`src/rtl/fetch_sequencer.sv`:
```
// Instruction-fetch sequencer: loads the reset vector, fetches opcode plus operand bytes,
// holds the instruction for decode and applies jump targets at handshake time.
module fetch_sequencer (
    input  logic        CLOCK_ph2,
    input  logic        rst,
    input  logic [7:0]  PCLin,
    input  logic [7:0]  PCHin,
    input  logic [7:0]  DB_in,
    input  logic        instr_ready,
    input  logic        jump_req,
    input  logic [15:0] jump_addr,
    output logic [7:0]  AB_lo,
    output logic [7:0]  AB_hi,
    output logic        RW,
    output logic        INC_en,
    output logic        PCLin_en,
    output logic        PCHin_en,
    output logic        ADLin_en,
    output logic        ADHin_en,
    output logic [7:0]  ADL,
    output logic [7:0]  ADH,
    output logic        instr_valid,
    output logic [7:0]  opcode,
    output logic [7:0]  operand1,
    output logic [7:0]  operand2,
    output logic [1:0]  instr_len
);

    typedef enum logic [2:0] {
        StVecLo,
        StVecHi,
        StFetchOp,
        StFetchB1,
        StFetchB2,
        StHold
    } state_e;

    localparam logic [15:0] VecAddrLo = 16'hFFFC;
    localparam logic [15:0] VecAddrHi = 16'hFFFD;

    state_e      state_q, state_d;
    logic [7:0]  opcode_q, opcode_d;
    logic [7:0]  operand1_q, operand1_d;
    logic [7:0]  operand2_q, operand2_d;
    logic [1:0]  len_q, len_d;
    logic [15:0] ab;
    logic [1:0]  db_len;

    // Byte count from the 6502 opcode grid: cc = op[1:0], bbb = op[4:2].
    function automatic logic [1:0] op_len(input logic [7:0] op);
        logic [2:0] bbb;
        logic [1:0] len;
        bbb = op[4:2];
        len = 2'd2;
        unique case (op[1:0])
            2'b01: begin
                if (bbb == 3'b011 || bbb == 3'b110 || bbb == 3'b111) len = 2'd3;
            end
            2'b10: begin
                if (bbb == 3'b010 || bbb == 3'b100 || bbb == 3'b110) len = 2'd1;
                else if (bbb == 3'b011 || bbb == 3'b111) len = 2'd3;
            end
            2'b00: begin
                if (bbb == 3'b000) begin
                    if (op == 8'h20) len = 2'd3;
                    else if (op == 8'h00 || op == 8'h40 || op == 8'h60) len = 2'd1;
                end else if (bbb == 3'b011 || bbb == 3'b111) begin
                    len = 2'd3;
                end else if (bbb == 3'b010 || bbb == 3'b110) begin
                    len = 2'd1;
                end
            end
            default: len = 2'd1;
        endcase
        return len;
    endfunction

    assign db_len = op_len(DB_in);

    always_comb begin
        state_d     = state_q;
        opcode_d    = opcode_q;
        operand1_d  = operand1_q;
        operand2_d  = operand2_q;
        len_d       = len_q;
        ab          = {PCHin, PCLin};
        INC_en      = 1'b0;
        PCLin_en    = 1'b0;
        PCHin_en    = 1'b0;
        ADLin_en    = 1'b0;
        ADHin_en    = 1'b0;
        ADL         = 8'h00;
        ADH         = 8'h00;
        instr_valid = 1'b0;

        unique case (state_q)
            StVecLo: begin
                ab       = VecAddrLo;
                ADL      = DB_in;
                ADLin_en = 1'b1;
                PCHin_en = 1'b1;
                state_d  = StVecHi;
            end
            StVecHi: begin
                ab       = VecAddrHi;
                ADH      = DB_in;
                ADHin_en = 1'b1;
                PCLin_en = 1'b1;
                state_d  = StFetchOp;
            end
            StFetchOp: begin
                PCLin_en   = 1'b1;
                PCHin_en   = 1'b1;
                INC_en     = 1'b1;
                opcode_d   = DB_in;
                operand1_d = 8'h00;
                operand2_d = 8'h00;
                len_d      = db_len;
                state_d    = (db_len > 2'd1) ? StFetchB1 : StHold;
            end
            StFetchB1: begin
                PCLin_en   = 1'b1;
                PCHin_en   = 1'b1;
                INC_en     = 1'b1;
                operand1_d = DB_in;
                state_d    = (len_q == 2'd3) ? StFetchB2 : StHold;
            end
            StFetchB2: begin
                PCLin_en   = 1'b1;
                PCHin_en   = 1'b1;
                INC_en     = 1'b1;
                operand2_d = DB_in;
                state_d    = StHold;
            end
            StHold: begin
                instr_valid = 1'b1;
                PCLin_en    = 1'b1;
                PCHin_en    = 1'b1;
                if (instr_ready) begin
                    state_d = StFetchOp;
                    // Jump is taken only on the handshake; the PC loads the target.
                    if (jump_req) begin
                        ADL      = jump_addr[7:0];
                        ADH      = jump_addr[15:8];
                        ADLin_en = 1'b1;
                        ADHin_en = 1'b1;
                        PCLin_en = 1'b0;
                        PCHin_en = 1'b0;
                    end
                end
            end
            default: state_d = StVecLo;
        endcase

        // Reset overrides everything combinationally so the PC is left untouched.
        if (!rst) begin
            state_d     = StVecLo;
            opcode_d    = 8'h00;
            operand1_d  = 8'h00;
            operand2_d  = 8'h00;
            len_d       = 2'd1;
            ab          = VecAddrLo;
            INC_en      = 1'b0;
            PCLin_en    = 1'b0;
            PCHin_en    = 1'b0;
            ADLin_en    = 1'b0;
            ADHin_en    = 1'b0;
            ADL         = 8'h00;
            ADH         = 8'h00;
            instr_valid = 1'b0;
        end
    end

    always_ff @(posedge CLOCK_ph2) begin
        state_q    <= state_d;
        opcode_q   <= opcode_d;
        operand1_q <= operand1_d;
        operand2_q <= operand2_d;
        len_q      <= len_d;
    end

    assign AB_lo     = ab[7:0];
    assign AB_hi     = ab[15:8];
    assign RW        = 1'b1;
    assign opcode    = opcode_q;
    assign operand1  = operand1_q;
    assign operand2  = operand2_q;
    assign instr_len = len_q;

endmodule

```
`config.mk`:
```
export PLATFORM = sky130hd
export DESIGN_NAME = fetch_sequencer
export DESIGN_NICKNAME = d
export VERILOG_FILES = /design/src/rtl/fetch_sequencer.sv
export SDC_FILE = /design/constraint.sdc
export NUM_CORES = 1
export LEC_CHECK = 0
export ABC_AREA = 1
export ABC_CLOCK_PERIOD_IN_PS = 2100
export CORE_MARGIN = 4
export CORE_UTILIZATION = 39
export CTS_BUF_LIST = sky130_fd_sc_hd__clkbuf_4 sky130_fd_sc_hd__clkbuf_8 sky130_fd_sc_hd__clkbuf_16
export DETAILED_ROUTE_END_ITERATION = 6
export HOLD_SLACK_MARGIN = 0.12
export PLACE_DENSITY = 0.95
export SYNTH_ARGS = -nofsm -noshare
export SYNTH_HDL_FRONTEND = slang
export SYNTH_SLANG_ARGS = --single-unit
```
`constraint.sdc`:
```
create_clock -name CLOCK_ph2 -period 2.1 [get_ports CLOCK_ph2]
set_clock_uncertainty 0.1 [all_clocks]
set_input_delay 0.21 -clock CLOCK_ph2 [delete_from_list [all_inputs] [get_ports CLOCK_ph2]]
set_output_delay 0.21 -clock CLOCK_ph2 [all_outputs]
set_load 0.05 [all_outputs]
```
# After elaboration in Yosys (flattened, before gate mapping)
# Index checks and enable logic that the tools add are counted.
[totals]
wordCells = 81
regBits = 29
output_inout_bits = 65
input_bits = 44
[op_classes]
mux = 41
reduce_logical = 17
order_cmp = 1
n_eq_ne = 17
[ops]
columns = ["operator", "n"]
rows = [
  ["8-bit one-hot mux with 2 select lines", 4],
  ["8-bit 2-to-1 mux", 6],
  ["16-bit one-hot mux with 2 select lines", 1],
  ["3-bit one-hot mux with 6 select lines", 1],
  ["8-bit by 7-bit equality test with 1-bit output, second input constant", 2],
  ["16-bit 2-to-1 mux", 1],
  ["3-bit equality test, second input constant", 5],
  ["1-bit 2-to-1 mux", 15],
  ["3-bit by 2-bit equality test with 1-bit output, second input constant", 4],
  ["2-bit 2-to-1 mux", 6],
  ["8-bit by 6-bit equality test with 1-bit output, second input constant", 1],
  ["8-bit logical NOT", 1],
  ["1-bit logical OR", 8],
  ["1-bit one-hot mux with 2 select lines", 4],
  ["4-bit OR reduction", 2],
  ["3-bit logical NOT", 2],
  ["3-bit 2-to-1 mux", 2],
  ["2-bit one-hot mux with 3 select lines", 1],
  ["2-bit equality test, second input constant", 2],
  ["2-bit nonzero test", 2],
  ["3-bit by 1-bit equality test with 1-bit output, second input constant", 1],
  ["3-bit OR reduction", 1],
  ["2-bit by 1-bit equality test with 1-bit output, second input constant", 1],
  ["2-bit by 1-bit greater-than comparator with 1-bit output, second input constant", 1],
  ["2 further kinds", 2],
]

# Depth between registers and ports, before layout
# Gate-level depths: netlist of the first run.
[depth]
word_depth = 10
mapped_depth = 9
ltp_nobuf = 9

# Least setup slack after synthesis of the first run
# Ideal clock, no wire load.
[synth_path]
path_type = "register to output"
start = "register state_q[1]"
end = "output PCHin_en"
required_ps = 1790
arrival_ps = 1863
n_path_buf = 1
path_stages_with_launch = 6
path_slack_ps = -73
path_cell_list = "dfxtp_1 > inv_2 > nand2_1 > nor2_1 > buf_2 > nor3_1"
[synth_via]
elab_chain_len = 4
elab_cells_between_ends = 8
classes_between = "eq/ne (4); mux (2); reduce/logical (2)"
[synth_lines]
columns = ["item", "line_no", "rtl"]
rows = [
  ["start: declaration", "41", "state_e state_q, state_d;"],
  ["start signal: assignment", "175", "state_q <= state_d;"],
  ["3-bit equality test, or another cell as far along", "96", "unique case (state_q)"],
  ["4-bit OR reduction (no source line)", "--", ""],
  ["1-bit one-hot mux with 2 select lines *", "96", ""],
  ["1-bit 2-to-1 mux *", "156", "if (!rst) begin"],
  ["end: declaration", "17", "output logic PCHin_en,"],
]
# Every way passes the cells marked *; elsewhere a longest branch is shown, timed or not.

# Worst setup path after layout of the first run
[layout_path]
start = "register state_q[1]"
end = "output ADH[0]"
[layout_via]
elab_chain_len = 3
elab_cells_between_ends = 4
classes_between = "eq/ne (2); mux (2)"
[layout_lines]
columns = ["item", "line_no", "rtl"]
rows = [
  ["3-bit equality test or 3-bit by 1-bit equality test with 1-bit output (tied branches)", "96", ""],
  ["8-bit one-hot mux with 2 select lines *", "96", ""],
  ["8-bit 2-to-1 mux *", "156", ""],
  ["end: declaration", "21", "output logic [7:0] ADH,"],
]
# Marks and branches as above.

==> summary.md, run 1 <==
| Metric | Value |
|---|---|
| Status | finished clean |
| Nets@finish | 386 |
| Final TNS setup | 0 ns |
| Synth Flop Type | dfxtp_1 |
| Post-DRT Antenna Nets | 0 |
| Max Freq | 495 MHz |
| Sequential element share of the synthesized area | 0.348 |
| Routed wl met3 | 679 µm |
| Top sig layer | met4 |
| Met2 WL | 3.17 mm |
| Post-synth ARST share | 0 |
| Detailed router's first-iteration violation count | 138 |
| Met1 Wirelength | 2.39 mm |
| Crit path max-delay family | buffers and inverters |
| Synth Instances | 237 |
| GP Congestion | 0.803 |
| Port Buffer Count | 107 |
| Yosys top cell by area | dfxtp_1 |
| First-pass GRT wire length | 9.54 mm |
| Cell Pwr Density | 781 nW/µm² |
| CP Launch Type | flop |
| Antenna diodes | 0 |
| CP endpoint kind | output pin |
| DIE AREA | 5390 µm² |
| Hpwl dp | 4.75 mm |
| Data arrival time of the worst path | 1.71 ns |
| Comb pwr share | 0.447 |
| Vias | 2107 |
| Leak Pwr | 1.16 nW |
| Synthesized area per cell | 7.05 µm² |
| Clk pwr share | 0.271 |
| Slowest-stage cell, CP | dfxtp_2 |
| Clock root buffer | clkbuf_8 |
| Total of max-cap violations | 0 |
| CTS H-Tree Depth | 2 |
| Sw Share | 0.399 |
| Number of CTS-inserted buffers | 5 |
| Die Wd | 73.4 µm |
| 1st-pass router iterations | 5 |
| Row cnt | 23 |
| Setup ws final | 0.0783 ns |
| Maximum fanout along the worst path | 12 |
| Internal power | 0.00136 W |
| Dpl cells | 384 |
| WP buf/inv | 3 |
| Clk Latency, worst-skew pair | 0.28 ns |
| Mapped cell area | 1670 µm² |
| Synth Warn # | 0 |
| Initial antenna violation count | 0 |
| Die Ht | 73.4 µm |
| Transition time at the pin with the least slew margin | 0.765 ns |
| Clk sinks | 29 |
| Req. time, crit path | 1.79 ns |
| Slew HR | 0.490 |
| Total core area | 4060 µm² |
| Non-filler cells, final | 393 |
| IO Pins | 109 |
| Commonest cells post-synth | a21oi_1, dfxtp_1, nand3_1, nor2_1, nand2_1 |
| Synth-to-Final Area Change | 73.3% |
| Dpl cell area | 2720 µm² |
| CTS tree | done |
| Pre-CTS WS | 0.107 ns |
| CP most frequent cell | buf_4 |
| Critical path class | flop to output pin |
| Unique masters post-synth | 26 |
| Most common cell in the netlist | a21oi_1 |
| Max Buffers Root-to-Sink | 2 |
| DRC viols | 0 |
| Crit-path cells | inv_4 > nand2_1 > nor2_2 > buf_4 > a22oi_1 > nor2_1 > buf_4 |
| Register clock-pin slew on the reported worst setup and hold paths | 0.06 ns |
| Largest net degree at the start of global routing | 25 |
| Final Routed Wirelength | 6.37 mm |
| Hold Crit Class | flop to flop |
| R2r setup slk | 0.62 ns |
| GR Util All Layers | 0.231 |
| Fin. max-slew vios | 0 |
| Sequential power share | 0.282 |
| Final hold viol count | 0 |
| Vias in the first global route | 1966 |
| Synth top area cells | dfxtp_1, a21oi_1, nand3_1 |
| Fin crit share | 0.963 |
| Setup Viol. Count Final | 0 |
| Post-synth EDFFs | 0 |
| Vias per inst | 5.36 |
| Starting Density | 0.412 |
| Final Core Density | 0.714 |
| WL/cell | 16.2 µm |
| Share of layout cells above drive strength 1 | 0.227 |
| Psw | 0.000901 W |
| Fin crit period | 2.02 ns |
| Crit path largest cell delay | 0.37 ns |
| Synth Net Count | 281 |
| Fin area | 2900 µm² |
| #FFs+latches synth | 29 |
| Post-CTS Hold Buffers | 0 |
| Peak supply drop | 0.579 mV |
| Total global routing overflow | 0 |
| Yosys top cell area share | 0.348 |
## layer usage
layer | vias up | global-route usage
li1 | 1014 | -
met1 | 967 | 0.261
met2 | 112 | 0.411
met3 | 14 | 0.0629
met4 | 0 | 0.0825
met5 | - | 0
## power by group through the flow
| stage | sequential, W | clock [W] | combinational (W) |
|---|---|---|---|
| floorplan | 0.000745 | 0 | 0.000548 |
| global placement | 0.000643 | 0 | 0.000978 |
| detailed placement | 0.000644 | 0 | 0.000991 |
| CTS | 0.000636 | 0.000617 | 0.00100 |
| global route | 0.000643 | 0.000650 | 0.00106 |
| finish | 0.000638 | 0.000612 | 0.00101 |
## registers in the layout, indices dropped and copies added, names as in the netlist
register,flops
instr_len,2
opcode,8
operand1,8
operand2,8
state_q,3
## worst paths after layout
| check | cells after the start | startpoint | to |
|---|---|---|---|
| max reg2reg | 7 | state_q[2]$_SDFFE_PN0P_ | state_q[0]$_SDFFE_PN0P_ |
| min | 2 | operand1[1]$_SDFFE_PN0P_ | operand1[1]$_SDFFE_PN0P_ |
| min reg2reg | 2 | operand1[1]$_SDFFE_PN0P_ | operand1[1]$_SDFFE_PN0P_ |
| max | 7 | state_q[1]$_SDFFE_PN0P_ | ADH[0] |
## repair_timing
| action | in CTS | in global routing |
|---|---|---|
| setup endpoints to repair | 21 | 14 |
| pin swaps | 1 | 1 |
| resized for setup | 4 | 7 |
| buffers inserted | 1 | 0 |
## cell usage in the layout (no fill, tap or decap), types with 9 or more instances in the layout
cell type and instances:
nand3_1 29, clkdlybuf4s50_1 69, nand2_1 25, o21ai_0 16, nor2_1 27, a21oi_1 31, or2_1 9, buf_4 39
inv_1 13, a22oi_1 16, dfxtp_1 26
## cells by family (layout without fill, tap and decap cells)
family	Yosys count	after routing	share of synthesized area
compound gates	67	67	0.227
buf+inv	33	139	0.109
simple gates	107	107	0.314
flops	29	29	0.348
other cells	1	1	0.00225
## area by class of cell
cell class                      instances  area, µm²
Clock buffer                            7       90.1
Clock inverter                          1       30.0
Multi-Input combinational cell        175        930
Tap cell                               50       62.6
Sequential cell                        29        587
Timing Repair Buffer                  116       1130
Fill cell                             307       1160
Inverter                               15       61.3
## stage by stage
| stage | hold slack (ns) | power [W] |
|---|---|---|
| finish | 0.374 | 0.00226 |
| global route | 0.410 | 0.00236 |
| CTS | 0.374 | 0.00225 |
| detailed placement | 0.365 | 0.00164 |
| global placement | 0.365 | 0.00162 |
| floorplan | 0.258 | 0.00129 |
## worst reg2reg max path, cell delays in order, from the launching register on
cell and delay [ns]:
dfxtp_4 0.41, buf_6 0.18, nor2_1 0.06, nand2_1 0.12
buf_4 0.21, nand2_1 0.08, o21ai_1 0.12, a21oi_1 0.08
(Power assumes the default switching activity.)
==> inputs of run 2 (changes only) <==
--- a/config.mk
+++ b/config.mk
@@ -7,7 +7,7 @@
 export LEC_CHECK = 0
 export ABC_AREA = 1
 export ABC_CLOCK_PERIOD_IN_PS = 2100
-export CORE_MARGIN = 4
+export CORE_MARGIN = 1.5
 export CORE_UTILIZATION = 39
 export CTS_BUF_LIST = sky130_fd_sc_hd__clkbuf_4 sky130_fd_sc_hd__clkbuf_8 sky130_fd_sc_hd__clkbuf_16
 export DETAILED_ROUTE_END_ITERATION = 6
==> summary.md, run 2 (synthesis gave the netlist of run 1 again) <==
| Metric | Value |
|---|---|
| Status | finished clean |
| 1st-pass router iterations | 4 |
| Sequential power share | 0.276 |
| Filler Cells Inserted | 291 |
| Hpwl dp | 4.49 mm |
| HP Start | operand1[1]$_SDFFE_PN0P_ |
| Final Routed Wirelength | 6.00 mm |
| Worst Hold Depth | 2 |
| Clk sinks | 29 |
| Register area | 584 µm² |
| R2R Path Start | state_q[2]$_SDFFE_PN0P_ |
| Dpl cells | 384 |
| Fin area | 2990 µm² |
| Sw Share | 0.394 |
| Transition time at the pin with the least slew margin | 0.543 ns |
| Final Core Density | 0.736 |
| Clk Latency, worst-skew pair | 0.29 ns |
| Initial antenna violation count | 0 |
| Number of CTS-inserted buffers | 5 |
| Internal power | 0.00139 W |
| Final hold viol count | 0 |
| Vias in the first global route | 1882 |
| Final Hold Slack | 0.381 ns |
| Max Buffers Root-to-Sink | 2 |
| Cell Pwr Density | 767 nW/µm² |
| Slew HR | 0.637 |
| Hold Crit Class | flop to flop |
| Max Freq | 498 MHz |
| CP Launch Type | flop |
| Starting Density | 0.412 |
| Total of max-cap violations | 0 |
| Clock root buffer | clkbuf_8 |
| CTS tree | done |
| DRC viols | 0 |
| Dpl cell area | 2820 µm² |
| Die Wd | 68.4 µm |
| IO Pins | 109 |
| Peak supply drop | 0.542 mV |
| Share of layout cells above drive strength 1 | 0.227 |
| Maximum fanout along the worst path | 18 |
| Die Ht | 68.4 µm |
| Post-CTS Hold Buffers | 0 |
| Total core area | 4060 µm² |
| Total global routing overflow | 0 |
| Fin crit share | 0.956 |
| Vias | 2064 |
| Comb pwr share | 0.458 |
| Clk pwr share | 0.266 |
| Fin crit period | 2.01 ns |
| Reg2Reg Depth | 7 |
| First-pass GRT wire length | 8.89 mm |
| Data arrival time of the worst path | 1.70 ns |
| Fin. max-slew vios | 0 |
| Synth-to-Final Area Change | 78.8% |
| Worst R2R End | state_q[0]$_SDFFE_PN0P_ |
| WHS Endpoint | operand1[1]$_SDFFE_PN0P_ |
| CP Launch Point | state_q[2]$_SDFFE_PN0P_ |
| Commonest non-fill, non-tap cell in the layout | clkdlybuf4s50_1 |
| Port Buffer Count | 107 |
| GP Congestion | 0.856 |
| WL/cell | 15.3 µm |
| R2r setup slk | 0.67 ns |
| RSZ-0062 raised after global routing | yes |
| Final TNS setup | 0 ns |
| Leak Pwr | 1.18 nW |
| Commonest cells after routing, fill and taps aside | clkdlybuf4s50_1, buf_4, nand3_1, a21oi_1, nor2_1 |
| CP endpoint kind | output pin |
| Detailed router's first-iteration violation count | 126 |
| Non-filler cells, final | 393 |
| Multi-input logic area | 926 µm² |
| Post-DRT Antenna Nets | 0 |
| CTS H-Tree Depth | 2 |
| Psw | 0.000902 W |
| Nets@finish | 386 |
| Antenna diodes | 0 |
| Register clock-pin slew on the reported worst setup and hold paths | 0.06 ns |
| Setup Viol. Count Final | 0 |
| Row cnt | 23 |
| Largest net degree at the start of global routing | 21 |
| GR Util All Layers | 0.260 |
| Vias per inst | 5.25 |
| Req. time, crit path | 1.79 ns |
| Critical path class | flop to output pin |
| DIE AREA | 4680 µm² |
-- run 2: cell count changes in the layout (fill, tap and decap cells not counted) --
cell	before	now
a31oi_2	1	0
dfxtp_2	2	3
inv_4	2	1
a31oi_1	0	1
nor3_1	0	1
buf_12	7	15
a21oi_1	31	29
dfxtp_4	1	0
buf_4	39	31
inv_2	0	1
a21oi_2	1	3
nor3_2	2	1
-- run 2: worst max-delay path by stage --
| stage | end | slack (ns) | cells after the start |
|---|---|---|---|
| floorplan | ADHin_en | 0.11 | 6 |
| global placement | ADH[1] | 0.16 | 6 |
| detailed placement | ADL[3] | 0.07 | 6 |
| CTS | PCLin_en | 0.02 | 7 |
| global route | PCLin_en | -0.02 | 7 |
| finish | PCLin_en | 0.09 | 7 |
-- run 2: power groups by stage --
stage	Sequential (W)	Combinational [W]	Clock, W
6_report	0.000632	0.00105	0.000610
5_1_grt	0.000638	0.00111	0.000636
4_1_cts	0.000631	0.00104	0.000618
3_5_place_dp	0.000639	0.00103	0
3_3_place_gp	0.000639	0.00102	0
2_1_floorplan	0.000745	0.000548	0
-- run 2: layer usage --
layer | wire length (µm) | track usage | vias to the layer above
met5 | 0 | 0 | -
met4 | 153 | 0.0975 | 0
met3 | 602 | 0.0691 | 14
met2 | 3040 | 0.468 | 118
met1 | 2200 | 0.290 | 922
li1 | - | - | 1010
-- run 2: final cells by class --
type	count	area share
Clock inverter	1	0.0101
Clock buffer	7	0.0302
Multi-Input combinational cell	175	0.310
Timing Repair Buffer	116	0.413
Tap cell	50	0.0209
Inverter	15	0.0197
Sequential cell	29	0.196
-- run 2: per-stage QoR --
stage / power (W) / setup slack [ns]
after floorplan: 0.00129 / 0.112
after global placement: 0.00165 / 0.156
after detailed placement: 0.00167 / 0.0670
after CTS: 0.00229 / 0.0176
after global routing: 0.00238 / -0.0199
final: 0.00229 / 0.0916
-- run 2: worst max-delay path, cell delays in order (launching register included) --
cell and delay [ns]:
dfxtp_2 0.36, buf_6 0.17, nor2_1 0.10, nand2_1 0.08, inv_2 0.22, nor3_1 0.10
a21oi_2 0.21, buf_12 0.16
-- run 2: timing repair --
| item | CTS | global route |
|---|---|---|
| buffers inserted | 1 | 0 |
| pin swaps | 1 | 0 |
| gates resized for setup | 4 | 5 |
| setup endpoints to repair | 19 | 13 |
